--- config.mk ---
export PLATFORM = sky130hd
export DESIGN_NAME = relatorio_serial_seq
export DESIGN_NICKNAME = d
export VERILOG_FILES = /design/src/rtl/relatorio_serial_seq.sv
export SDC_FILE = /design/constraint.sdc
export NUM_CORES = 1
export LEC_CHECK = 0
export CORE_ASPECT_RATIO = 1.4
export CORE_MARGIN = 8
export CORE_UTILIZATION = 58
export CTS_CLUSTER_SIZE = 20
export DETAILED_ROUTE_END_ITERATION = 12
export GPL_TIMING_DRIVEN = 0
export PLACE_DENSITY = 0.79
export SLEW_MARGIN = 25
export SYNTH_ARGS = -nofsm -noshare
export SYNTH_HDL_FRONTEND = slang
export SYNTH_SLANG_ARGS = --single-unit
export TNS_END_PERCENT = 30
--- constraint.sdc ---
create_clock -name clk -period 2.4 [get_ports clk]
set_clock_uncertainty 0.2 [all_clocks]
set_input_delay 0.48 -clock clk [delete_from_list [all_inputs] [get_ports clk]]
set_output_delay 0.48 -clock clk [all_outputs]
set_load 0.01 [all_outputs]
--- src/rtl/relatorio_serial_seq.sv ---
// rtl/relatorio_serial_seq.sv - seq_a/seq_b event counters with queued serial frame reporting
module relatorio_serial_seq #(
   parameter int FIFO_DEPTH = 4,
   parameter int CNT_W      = 4
) (
   input  logic             clk,
   input  logic             reset,
   input  logic             seq_a,
   input  logic             seq_b,
   output logic             tx,
   output logic             busy,
   output logic             overflow,
   output logic [CNT_W-1:0] count_a,
   output logic [CNT_W-1:0] count_b
);

   localparam int DW  = 2 + CNT_W;
   localparam int AW  = $clog2(FIFO_DEPTH);
   localparam int BCW = $clog2(DW);

   typedef enum logic [2:0] {IDLE, START, DATA, PARITY, STOP} state_t;

   state_t           state, next_state;
   logic [DW-1:0]    mem [FIFO_DEPTH];
   logic [AW:0]      wr_ptr, rd_ptr;
   logic [CNT_W-1:0] frame_num;
   logic [DW-1:0]    shreg;
   logic             par_r;
   logic [BCW-1:0]   bit_cnt;

   logic            fifo_empty, fifo_full, evt, push, pop, drop, last_bit, tx_d;
   logic [DW-1:0]   rd_data;

   assign fifo_empty = (wr_ptr == rd_ptr);
   assign fifo_full  = (wr_ptr[AW] != rd_ptr[AW]) && (wr_ptr[AW-1:0] == rd_ptr[AW-1:0]);
   assign evt        = seq_a | seq_b;
   assign rd_data    = mem[rd_ptr[AW-1:0]];
   assign last_bit   = (bit_cnt == BCW'(DW - 1));
   assign busy       = (state != IDLE) | ~fifo_empty;

   // A pop frees a slot on the same edge, so a push into a full FIFO still lands then
   assign push = evt & (~fifo_full | pop);
   assign drop = evt & fifo_full & ~pop;

   always_comb begin
      next_state = state;
      case (state)
         IDLE:    if (!fifo_empty) next_state = START;
         START:   next_state = DATA;
         DATA:    if (last_bit) next_state = PARITY;
         PARITY:  next_state = STOP;
         STOP:    next_state = fifo_empty ? IDLE : START;
         default: next_state = IDLE;
      endcase
   end

   always_comb begin
      pop  = 1'b0;
      tx_d = 1'b1;
      case (state)
         IDLE, STOP: begin
            pop  = ~fifo_empty;
            tx_d = fifo_empty;
         end
         START:   tx_d = shreg[0];
         DATA:    tx_d = last_bit ? par_r : shreg[0];
         PARITY:  tx_d = 1'b1;
         default: tx_d = 1'b1;
      endcase
   end

   always_ff @(posedge clk) begin
      if (push) mem[wr_ptr[AW-1:0]] <= {frame_num, seq_b, seq_a};
   end

   always_ff @(posedge clk) begin
      if (reset) begin
         state     <= IDLE;
         tx        <= 1'b1;
         wr_ptr    <= '0;
         rd_ptr    <= '0;
         frame_num <= '0;
         count_a   <= '0;
         count_b   <= '0;
         overflow  <= 1'b0;
         shreg     <= '0;
         par_r     <= 1'b0;
         bit_cnt   <= '0;
      end else begin
         state <= next_state;
         tx    <= tx_d;
         if (push) wr_ptr <= wr_ptr + (AW+1)'(1);
         if (pop) begin
            rd_ptr  <= rd_ptr + (AW+1)'(1);
            shreg   <= rd_data;
            par_r   <= ^rd_data;
            bit_cnt <= '0;
         end else if (state == START || state == DATA) begin
            shreg <= {1'b0, shreg[DW-1:1]};
            if (state == DATA) bit_cnt <= bit_cnt + BCW'(1);
         end
         // Frame number advances even on a dropped push so the receiver sees the gap
         if (evt) frame_num <= frame_num + CNT_W'(1);
         if (seq_a) count_a <= count_a + CNT_W'(1);
         if (seq_b) count_b <= count_b + CNT_W'(1);
         if (drop) overflow <= 1'b1;
      end
   end

endmodule

==> key figures <==
Setup path
  – Required time of the critical path: between 1.5 and 2 ns
  – Worst EP arrival: between 1.5 and 2 ns
  – Crit start category: flop
  – R2R setup slack: 0.11 ns
  – Endpoint class of the critical path: output port
  – CP max FO: 4
  – Worst path top cell family by delay: buffers and inverters
  – WP buf/inv: 1
  – Crit path kind: reg2out
  – Slowest stage delay, CP: approximately 0.53 ns
  – Slowest stage cell, crit path: clkdlybuf4s50_1
  – Crit-path cells: xor2_2, nor2_1, nand4_1, clkdlybuf4s50_1

Synthesis
  – Largest family of logic cells by synthesized area: simple AND/OR/NAND/NOR gates
  – Ys async rst share: 0
  – Most used DFF post-synth: dfxtp_1
  – Cells after Synth: approximately 210
  – Largest area contributor in the synthesized netlist: edfxtp_1
  – Synth cell types: 35
  – XOR/XNOR Fraction of Synth Area: 0.0896
  – Share of the synthesized area in the top cell type: 0.290
  – Yosys warns: 0
  – Synth Area in Compound Gates: 0.0835
  – Part of the Yosys area used for sequential elements: 0.572
  – Synth Area in Simple Gates: 0.112
  – Adder-Cell Fraction of Synth Area: 0.0503
  – Multiplexer share of the synthesized area: 0.0684
  – Mapped cell area: roughly 0.0025 mm²
  – EDFF count, synth: 24
  – Ranking of synthesized cells by area: edfxtp_1 (29%), dfxtp_1 (28%), ha_1 (5.0%)
  – Yosys reg bits: 59
  – Average size of a mapped cell: between 10 and 15 µm²
  – Syn_nets: ~220

Clocking
  – TritonCTS buffer count: 9
  – Clock Sinks: 59
  – Clock tree root buffer cell: clkbuf_8
  – CTS tree: built
  – CTS Buffer Depth: 2
  – Clk_lat worst skew: roughly 0.33 ns
  – Clock H-tree levels: 3
  – Clk slew on worst S/H paths: around 0.070 ns
  – # hold bufs at CTS: 0

Placed design
  – Gp weighted congestion: between 0.7 and 0.8
  – Hpwl dp: 3240 µm
  – PortBufs: 13
  – DP Worst Slack: -0.679 ns

Detailed routing
  – Drt via density: a little under 6
  – Total vias in the final route: 1643
  – Drc violations: 0
  – Routed Antenna Nets: 0
  – WL per Instance: approximately 18 µm
  – Post-Route WL: just under 5000 µm
  – Drt pass-1 iters: 4
  – DRT iter0 DRCs: 96

Global routing
  – GRT Total Usage: 0.156
  – Vias in the first global route: 1663
  – First-pass GRT wire length: 7960 µm
  – Largest net degree at the start of global routing: 12
  – Grt total ovfl: 0
  – Initial antenna violation count: 0

STA
  – Final setup viols: 0
  – Slew of the pin with the lowest slew margin: 0.818 ns
  – Worst setup margin: a little over 0.07 ns
  – Fin crit period: between 2 and 2.5 ns
  – Fin crit share: 0.970
  – Rel. slew slack: 0.448
  – Fin Hold WS: around 0.27 ns
  – Fin. Hold Viols: 0
  – Max Fclk: 430 MHz
  – Count of pins over their slew limit: 0

Cells and area
  – Area of the multi-input gates: approximately 0.0011 mm²
  – Storage cell area: between 0.001 and 0.0015 mm²
  – Final #Nets: between 200 and 250
  – Share of layout cells above drive strength 1: 0.141
  – Final Util: 0.713
  – Area growth syn-to-layout: 19.6%
  – Diodes inserted: 0
  – FILL cells: between 200 and 300

Floorplanning
  – Die height: just over 90 µm
  – Initial Util: 0.596
  – Die Wd: approximately 71 µm
  – Ports: 15
  – Die area: ~0.0067 mm²
  – Core ar.: about 0.0042 mm²
  – # rows: 28

Power and ir drop
  – Static leakage: 1.09 nW
  – Power per cell area: ~1200 mW/mm²
  – Peak VDD IR: around 0.0007 V

Outcome
  – Status: finished, final reports clean

Min path
  – Hold Crit Class: reg2reg

Run
  – Max-cap violations: 0
-- layout by cell type, fill, tap and decap left out, types with 3 or more instances in the layout --
master,count
nand4_1,4
xor2_1,9
edfxtp_1,24
dfxtp_1,31
nand2_1,11
mux4_1,4
o21ai_0,3
clkdlybuf4s50_1,12
a21oi_1,12
nor3_1,3
dfxtp_4,3
and2_1,4
a31oi_1,4
xnor2_1,9
nand3_1,7
clkbuf_8,9
ha_1,10
inv_1,6
nor2_1,21
clkbuf_1,6
a22oi_1,5
-- final timing paths --
path / start / end / depth (start not counted)
setup / recovery: rd_ptr[0]$_SDFFE_PP0N_ / busy / 4
hold / removal: overflow$_SDFFE_PP0P_ / overflow$_SDFFE_PP0P_ / 2
setup reg to reg: state[1]$_SDFFE_PP0P_ / rd_ptr[1]$_SDFFE_PP0N_ / 5
hold reg to reg: overflow$_SDFFE_PP0P_ / overflow$_SDFFE_PP0P_ / 2
-- per-layer routing --
layer  GRT usage  share of wire  vias to the layer above
li1            -              -                      788
met1       0.162           0.41                      790
met2       0.277           0.52                       52
met3      0.0418          0.048                       13
met4      0.0889          0.024                        0
met5           0              0                        -
-- cell usage after synthesis, drive strengths merged, types with 5 or more instances --
cell type / count
dfxtp: 35
edfxtp: 24
inv: 6
nand2: 11
xnor2: 11
xor2: 11
mux4: 6
a22oi: 5
nor2: 22
nand3: 7
ha: 10
clkbuf: 7
a21oi: 12
-- per-stage QoR --
step / setup TNS [ns] / total power [mW] / instance area (µm²) / cells
CTS: -0.0177 / 3.46 / 2930 / 279
floorplan: 0 / 2.13 / 2490 / 205
finish: 0 / 3.50 / 2970 / 279
detailed placement: -12.92 / 2.40 / 2670 / 263
global route: -0.0381 / 3.65 / 2970 / 279
global placement: -11.03 / 2.37 / 2670 / 263
-- final cells by class --
type / count / share of cell area
Sequential cell: 59 / 0.482
Timing Repair Buffer: 14 / 0.0471
Inverter: 6 / 0.00757
Tap cell: 45 / 0.0189
Buffer: 7 / 0.0114
Clock buffer: 10 / 0.0501
Multi-Input combinational cell: 132 / 0.354
Clock inverter: 6 / 0.0286
-- power by group --
group,internal [mW],total (mW),switching (mW),leakage (nW)
combinational,0.501,1.07,0.567,0.465
clock,0.645,1.05,0.400,0.115
sequential,1.23,1.39,0.159,0.511
total,2.38,3.50,1.13,1.09
-- what timing repair did --
action / 4_1_cts / 5_1_grt
setup buffers: 1 / 0
pin swaps: 1 / 0
gates cloned: 0 / 0
endpoints found under the setup margin: 26 / 8
resized for setup: 5 / 9
-- tightest hold or removal path, stage by stage, from the launching register on --
cell and delay (ns):
dfxtp_1 0.33, a41oi_1 0.05, nor2_1 0.07
-- logic make-up (layout without fill, tap and decap cells) --
family                   count (synthesis)  in the layout
multiplexers                             8              8
AND/OR/NAND/NOR                         59             59
buffers and inverters                   14             43
flip-flops                              59             59
AO/OA/AOI/OAI                           32             32
XOR/XNOR                                23             23
adder cells (fa/ha/maj)                 10             10
-- state kept, by name, summed over array words and instances, names as in the netlist, named ones only --
| signal | cells |
|---|---|
| bit_cnt | 3 |
| count_a | 4 |
| count_b | 4 |
| frame_num | 4 |
| mem | 24 |
| overflow | 1 |
| par_r | 1 |
| rd_ptr | 3 |
| shreg | 6 |
| state | 3 |
| tx | 1 |
| wr_ptr | 3 |
Power figures use the tool's default switching activity.
